$ cat config.mk
export PLATFORM = sky130hd
export DESIGN_NAME = fetch_stage
export DESIGN_NICKNAME = d
export VERILOG_FILES = /design/src/rtl/fetch_stage_pkg.sv /design/src/rtl/fetch_stage_pipe_reg.sv /design/src/rtl/fetch_stage.sv
export SDC_FILE = /design/constraint.sdc
export NUM_CORES = 1
export LEC_CHECK = 0
export CORE_ASPECT_RATIO = 0.8
export CORE_MARGIN = 10
export CORE_UTILIZATION = 50
export DETAILED_ROUTE_END_ITERATION = 12
export HOLD_SLACK_MARGIN = 0.06
export PLACE_DENSITY = 0.88
export RECOVER_POWER = 50
export SLEW_MARGIN = 20
export SYNTH_ARGS = -nofsm -noshare
export SYNTH_HDL_FRONTEND = slang
export SYNTH_SLANG_ARGS = --single-unit
$ cat constraint.sdc
create_clock -name clock -period 4.3 [get_ports clock]
set_clock_uncertainty 0.15 [all_clocks]
set_input_delay 0.86 -clock clock [delete_from_list [all_inputs] [get_ports clock]]
set_output_delay 0.86 -clock clock [all_outputs]
set_load 0.005 [all_outputs]
$ cat src/rtl/fetch_stage_pkg.sv
// Shared processor constants: bubble instruction and instruction field positions.
package fetch_stage_pkg;

  localparam logic [31:0] NOP_INSN = 32'h0000_0000;  // add $0,$0,$0

  localparam int OPCODE_MSB = 31;
  localparam int OPCODE_LSB = 27;
  localparam int RD_MSB     = 26;
  localparam int RD_LSB     = 22;
  localparam int RS_MSB     = 21;
  localparam int RS_LSB     = 17;
  localparam int RT_MSB     = 16;
  localparam int RT_LSB     = 12;

  function automatic logic [4:0] insn_opcode(input logic [31:0] insn);
    return insn[OPCODE_MSB:OPCODE_LSB];
  endfunction

endpackage

$ cat src/rtl/fetch_stage_pipe_reg.sv
// Width-parameterised pipeline register: async reset, synchronous clear-to-value, enable.
module pipe_reg #(
  parameter int           W       = 32,
  parameter logic [W-1:0] RST_VAL = '0
) (
  input  logic         clock,
  input  logic         reset_n,
  input  logic         en,
  input  logic         clr,
  input  logic [W-1:0] clr_val,
  input  logic [W-1:0] d,
  output logic [W-1:0] q
);

  // Clear takes priority over enable so a squash always lands, even under stall.
  always_ff @(posedge clock or negedge reset_n) begin
    if (!reset_n)  q <= RST_VAL;
    else if (clr)  q <= clr_val;
    else if (en)   q <= d;
  end

endmodule

$ cat src/rtl/fetch_stage.sv
// Fetch stage plus F/D latch: PC sequencing, imem addressing, squash on redirect,
// hold on load-use stall, and saturating fetch/stall counters.
module fetch_stage
  import fetch_stage_pkg::*;
#(
  parameter int          PC_W = 12,
  parameter logic [31:0] NOP  = NOP_INSN
) (
  input  logic            clock,
  input  logic            reset_n,
  input  logic            stall,
  input  logic            redirect,
  input  logic [PC_W-1:0] redirect_pc,
  output logic [PC_W-1:0] address_imem,
  input  logic [31:0]     q_imem,
  output logic [31:0]     fd_insn,
  output logic [PC_W-1:0] fd_pc,
  output logic [PC_W-1:0] fd_pc_plus1,
  output logic            fd_valid,
  output logic            dx_bubble,
  output logic [31:0]     fetch_count,
  output logic [15:0]     stall_count
);

  logic [PC_W-1:0] pc;
  logic [PC_W-1:0] pc_next;
  logic            stall_eff;
  logic            load;

  // Redirect overrides stall: the stalled instruction is wrong-path anyway.
  assign stall_eff = stall & ~redirect;
  assign load      = ~stall & ~redirect;

  // Next-PC select; presenting it as the imem address keeps q_imem aligned with pc.
  always_comb begin
    pc_next = pc + 1'b1;
    if (!reset_n)      pc_next = '0;
    else if (redirect) pc_next = redirect_pc;
    else if (stall)    pc_next = pc;
  end

  assign address_imem = pc_next;
  assign fd_pc_plus1  = fd_pc + 1'b1;
  assign dx_bubble    = stall | redirect;

  pipe_reg #(.W(PC_W), .RST_VAL('0)) u_pc (
    .clock(clock), .reset_n(reset_n), .en(1'b1), .clr(1'b0),
    .clr_val('0), .d(pc_next), .q(pc)
  );

  pipe_reg #(.W(32), .RST_VAL(NOP)) u_fd_insn (
    .clock(clock), .reset_n(reset_n), .en(~stall), .clr(redirect),
    .clr_val(NOP), .d(q_imem), .q(fd_insn)
  );

  // fd_pc is left alone on a squash; only a real load updates it.
  pipe_reg #(.W(PC_W), .RST_VAL('0)) u_fd_pc (
    .clock(clock), .reset_n(reset_n), .en(load), .clr(1'b0),
    .clr_val('0), .d(pc), .q(fd_pc)
  );

  pipe_reg #(.W(1), .RST_VAL(1'b0)) u_fd_valid (
    .clock(clock), .reset_n(reset_n), .en(~stall), .clr(redirect),
    .clr_val(1'b0), .d(1'b1), .q(fd_valid)
  );

  // Saturating count of instructions accepted into F/D.
  always_ff @(posedge clock or negedge reset_n) begin
    if (!reset_n)                        fetch_count <= '0;
    else if (load && fetch_count != '1)  fetch_count <= fetch_count + 32'd1;
  end

  // Saturating count of effective stall cycles.
  always_ff @(posedge clock or negedge reset_n) begin
    if (!reset_n)                             stall_count <= '0;
    else if (stall_eff && stall_count != '1)  stall_count <= stall_count + 16'd1;
  end

endmodule

Word level (Yosys, flattened, before mapping)

Cells that the tools add are included.

Input bits: 48
Word-level logic and storage cells: 27
Register bits after elaboration: 105

Multiplexer cells: 7
Bitwise logic cells: 5
Reduce and logical (&&, ||, !) cells: 2
Add/sub/neg operators: 4
Equality and inequality tests: 3

Operator list:

| kind                    | count |
|---|---|
| $mux W32                | 2 |
| $mux W12                | 3 |
| $add A32 B1 Y32 const B | 1 |
| $ne A32 B32 Y1 const B  | 1 |
| $add A12 B1 Y12 const B | 2 |
| $add A16 B1 Y16 const B | 1 |
| $ne A16 B16 Y1 const B  | 1 |
| $and A1 B1 Y1           | 2 |
| $logic_and A1 B1 Y1     | 2 |
| $mux W1                 | 2 |
| $ne A2 B1 Y1 const B    | 1 |
| $not A1 Y1              | 2 |
| $or A1 B1 Y1            | 1 |

Logic depth before layout (Yosys ltp)

Gate-level depths: netlist (run 1).

Depth in word-level cells: 4
Depth in mapped cells: 6
Depth with buffers taken out: 6

Hierarchy

From an unflattened synthesis (run 1), not the netlist that was laid out.

Cells, all modules: 556
Area total of the unflattened synthesis: 5,620.4 um^2

By module, submodules not included:

| module                 | cells each | sequential area each (um^2) | times used | area an instance (um^2) |
|---|---|---|---|---|
| fetch_stage            | 311        | 1,201.2                     | 1          | 2,960.3 |
| pipe_reg (u_fd_insn)   | 139        | 800.8                       | 1          | 1,515.2 |
| pipe_reg (u_fd_pc ...) | 51         | 300.3                       | 2          | 550.5 |
| pipe_reg (u_fd_valid)  | 4          | 25.0                        | 1          | 43.8 |

Least setup slack after synthesis (run 1)

No wires, ideal clock.

Path type: input port to output port
Start: input port stall
End: output port address_imem[8]
Required time: 3.290 ns
Slack: 1.481 ns
Stages: 6
Arrival: 1.809 ns
Cell sequence: buf_2 and3b_1 nand4_1 xor2_1 o21ai_0 and2_1

Word-level cells in the longest chain between the ends: 3

Ends and longest elaborated chain:

| what            | line              | source |
|---|---|---|
| start, declared | fetch_stage.sv:11 | `input logic stall,` |
| $mux W12        | fetch_stage.sv:39 | `else if (stall) pc_next = pc;` |
| $mux W12        | fetch_stage.sv:38 | `else if (redirect) pc_next = redirect_pc;` |
| $mux W12        | fetch_stage.sv:37 | `if (!reset_n) pc_next = '0;` |
| end, declared   | fetch_stage.sv:14 | `output logic [PC_W-1:0] address_imem,` |

Every way passes these cells.

Final worst setup path (run 1)

Start: input port stall
End: output port address_imem[5]

Same word-level chain as after synthesis.

==> qor.txt, run 1 <==
DR vias -> 4,076
Power Dens Cells -> 351 mW/mm2
Critical Path End Type -> output pin
port bufs -> 165
met2 Usage GRT -> 32.5%
Initial Utilization -> 51.8%
DRT antenna net count -> 0
Slew Limit Fails -> 0
Cell variety after synth -> 44
worst-path fanout max -> 20
GRT Util Overall -> 18.9%
pre-CTS setup slack -> 0.638 ns
Core Rows -> 32
H-tree levels -> 3
Clock Tree Root -> clkbuf_16
Critical Path Source Type -> primary input
CP Class -> primary input to output pin
status -> complete, but fails checks
fmax -> 0.271 GHz
layout cell share with drive strength beyond 1 -> 7.02%
RSZ-0062 raised after global routing -> no
gr busiest metal -> met2
Worst-Skew Late Latency -> 0.34 ns
die width -> 132 um
initial antenna violation count -> 0
gr ovfl total -> 0
final design utilization -> 72.6%
Setup Viol. Count Final -> 0
number of DRC markers in iteration 0 -> 268
met1 usage in global routing -> 22.2%
largest net degree at the start of global routing -> 63
Hold/Removal Path Class -> primary input to async pin
total power -> 2480 uW
# hold bufs at CTS -> 0
final setup TNS -> 0 ns
core area -> 0.00973 mm2
Net Count, Synth -> 511
final worst slack -> 0.616 ns
largest family of logic cells by synthesized area -> simple AND/OR/NAND/NOR gates
area delta synth->final -> 40.2%
CTS Buffer Depth -> 2
Final Hold Viols -> 0
fin crit period -> 3.68 ns
drt total wl -> 13.9 mm
Worst slew margin -> 0.291%
layout net count -> 676
CTS Buf Count -> 9
mux contribution to synthesized area -> 9.86%
wire per inst -> 18.3 um
DR vias/cell -> 5.34
mapped cell area -> 0.00504 mm2
Synth Area in Compound Gates -> 2.71%
Detailed Place HPWL -> 10.7 mm
Avg Inst Size Synth -> 11.0 um2
gp weighted congestion -> 0.888
routing usage on met3 -> 7.38%
XOR/XNOR share of the synthesized area -> 11.1%
Sink Count -> 105
Worst Max-Slew Pin Slew -> 1.50 ns
Synth Warn # -> 0
maximum VDD drop -> 273 uV
simple-gate portion of the synthesized area -> 21.0%
Req. time, crit path -> 3.29 ns
Post-Synth Adder-Cell Area -> 0.994%
CTS tree -> built
Gate Count Post-Synth -> 459
setup bufs post-CTS -> 0
CP arrival -> 2.67 ns
Die Area -> 0.0145 mm2
CTS resizes -> 0
violated checks -> capacitance limit
period utilization -> 85.7%
global-route wire length before repair -> 22.3 mm
Leak -> 0.00319 uW
chip height -> 110 um
#FFs+latches synth -> 105
Seq/Total Area, Yosys -> 52.2%
vias in the first global route -> 4,221
TritonRoute pass-1 iters -> 4
DRC errors left -> 0
# IOs -> 166
Reg clk slew, reported paths -> 0.06 ns
Max-cap violations -> 1
Fillers -> 689
==> layer usage <==
| layer | vias up | share of wire, % |
|---|---|---|
| met3 | 6 | 7.8 |
| met4 | 0 | 0.70 |
| met5 | - | 0 |
| met1 | 2015 | 41 |
| met2 | 122 | 51 |
| li1 | 1933 | - |
==> cell families after synthesis <==
| logic type | Yosys count |
|---|---|
| compound gates | 22 |
| flops | 105 |
| mux | 48 |
| simple gates | 193 |
| fa+ha+maj | 4 |
| buf+inv | 23 |
| xor+xnor | 64 |
==> per-stage QoR <==
stage | std cells | instance area (um2) | hold WS [ns]
detailed placement | 749 | 6800 | 0.331
floorplan | 459 | 5040 | 0.328
global route | 763 | 7060 | 0.306
CTS | 763 | 7070 | 0.290
finish | 764 | 7060 | 0.293
global placement | 749 | 6800 | 0.327
==> placed cells by master (no fill, tap or decap), types with 3 or more instances in the layout <==
cell             Yosys  layout
nand4_1             20      20
xor2_1              37      37
a31oi_1              3       3
and2_1              12       6
mux2_2              11      11
nor2_1              46      46
dlygate4sd3_1        0      13
nor2b_1              3       3
mux2i_1             35      35
clkdlybuf4s50_1      0     149
ha_1                 4       4
nor4_1               4       4
and3_1               9       9
dfrtp_1            105     105
xnor2_1             27      27
and4_1               6       6
nand2_1             32      32
a21oi_1              4       4
clkbuf_16            0       9
and4_4               3       3
inv_1                6       6
and2_0               1       7
o21ai_0             11      11
nand3_1             27      27
nor3_1              14      14
buf_4                1       3
==> critical path, stage by stage <==
cell,delay (ns)
buf_2,0.26
and4b_1,0.46
nand3_1,0.12
xor2_1,0.14
o21ai_0,0.13
and2_0,0.17
clkdlybuf4s50_1,0.52
==> registers in the layout, summed over array words and instances (netlist names) <==
register      count
fetch_count      32
u_fd_insn.q      32
stall_count      16
u_fd_pc.q        12
u_pc.q           12
u_fd_valid.q      1
==> cells in the mapped netlist (all sizes together) <==
cell | instances | area [um2]
a21boi | 1 | 7.51
a21oi | 4 | 20.0
a31oi | 3 | 18.8
and2 | 13 | 81.3
and3 | 9 | 56.3
and3b | 1 | 8.76
and4 | 9 | 86.3
and4b | 1 | 10.0
and4bb | 1 | 16.3
buf | 7 | 50.1
clkbuf | 9 | 33.8
clkinv | 1 | 3.75
dfrtp | 105 | 2630
ha | 4 | 50.1
inv | 6 | 22.5
mux2 | 13 | 146
mux2i | 35 | 350
nand2 | 32 | 120
nand2b | 1 | 6.26
nand3 | 27 | 135
nand4 | 21 | 138
nand4bb | 1 | 11.3
nor2 | 47 | 179
nor2b | 3 | 18.8
nor3 | 16 | 90.1
nor3b | 2 | 15.0
nor4 | 7 | 71.3
o2111ai | 1 | 15.0
o211a | 2 | 20.0
o21ai | 11 | 55.1
or2 | 1 | 6.26
or3 | 1 | 6.26
xnor2 | 27 | 236
xor2 | 37 | 324
==> layout make-up <==
| type | count | area [um2] | share of cell area, % |
|---|---|---|---|
| Clock buffer | 11 | 253 | 3.58 |
| Inverter | 7 | 26.3 | 0.372 |
| Tap cell | 136 | 170 | 2.41 |
| Sequential cell | 105 | 2630 | 37.2 |
| Timing Repair Buffer | 170 | 1670 | 23.6 |
| Clock inverter | 3 | 17.5 | 0.248 |
| Antenna cell | 1 | 2.50 | 0.0354 |
| Multi-Input combinational cell | 331 | 2300 | 32.6 |
==> path summary, 6_finish.rpt <==
| check | startpoint | end | slack (ns) | cells past startpoint |
|---|---|---|---|---|
| min in group clock | stall_count[5]$_DFFE_PN0P_ | stall_count[5]$_DFFE_PN0P_ | 0.34 | 1 |
| max | stall | address_imem[5] | 0.62 | 7 |
| max reg2reg | fetch_count[0]$_DFFE_PN0P_ | fetch_count[1]$_DFFE_PN0P_ | 1.86 | 6 |
| min | reset_n | u_fd_pc.q[2]$_DFFE_PN0P_ | 0.29 | 1 |
| min reg2reg | stall_count[5]$_DFFE_PN0P_ | stall_count[5]$_DFFE_PN0P_ | 0.34 | 1 |
| max in group asynchronous | reset_n | stall_count[14]$_DFFE_PN0P_ | 1.93 | 2 |
==> power by group <==
part           internal (uW)  switching [uW]  leakage, uW
registers               1080             122      0.00139
clock network            416             340     0.000133
logic                    318             201      0.00167
No activity file was read; power rests on OpenSTA's default activity.
==> run 2: changes to the inputs <==
--- a/config.mk
+++ b/config.mk
@@ -8,11 +8,12 @@
 export CORE_ASPECT_RATIO = 0.8
 export CORE_MARGIN = 10
 export CORE_UTILIZATION = 50
+export CTS_CLUSTER_DIAMETER = 100
 export DETAILED_ROUTE_END_ITERATION = 12
 export HOLD_SLACK_MARGIN = 0.06
 export PLACE_DENSITY = 0.88
 export RECOVER_POWER = 50
-export SLEW_MARGIN = 20
+export SLEW_MARGIN = 15
 export SYNTH_ARGS = -nofsm -noshare
 export SYNTH_HDL_FRONTEND = slang
 export SYNTH_SLANG_ARGS = --single-unit
==> results of run 2 <==
The final DEF is identical to that of run 1; final timing and power are the same.
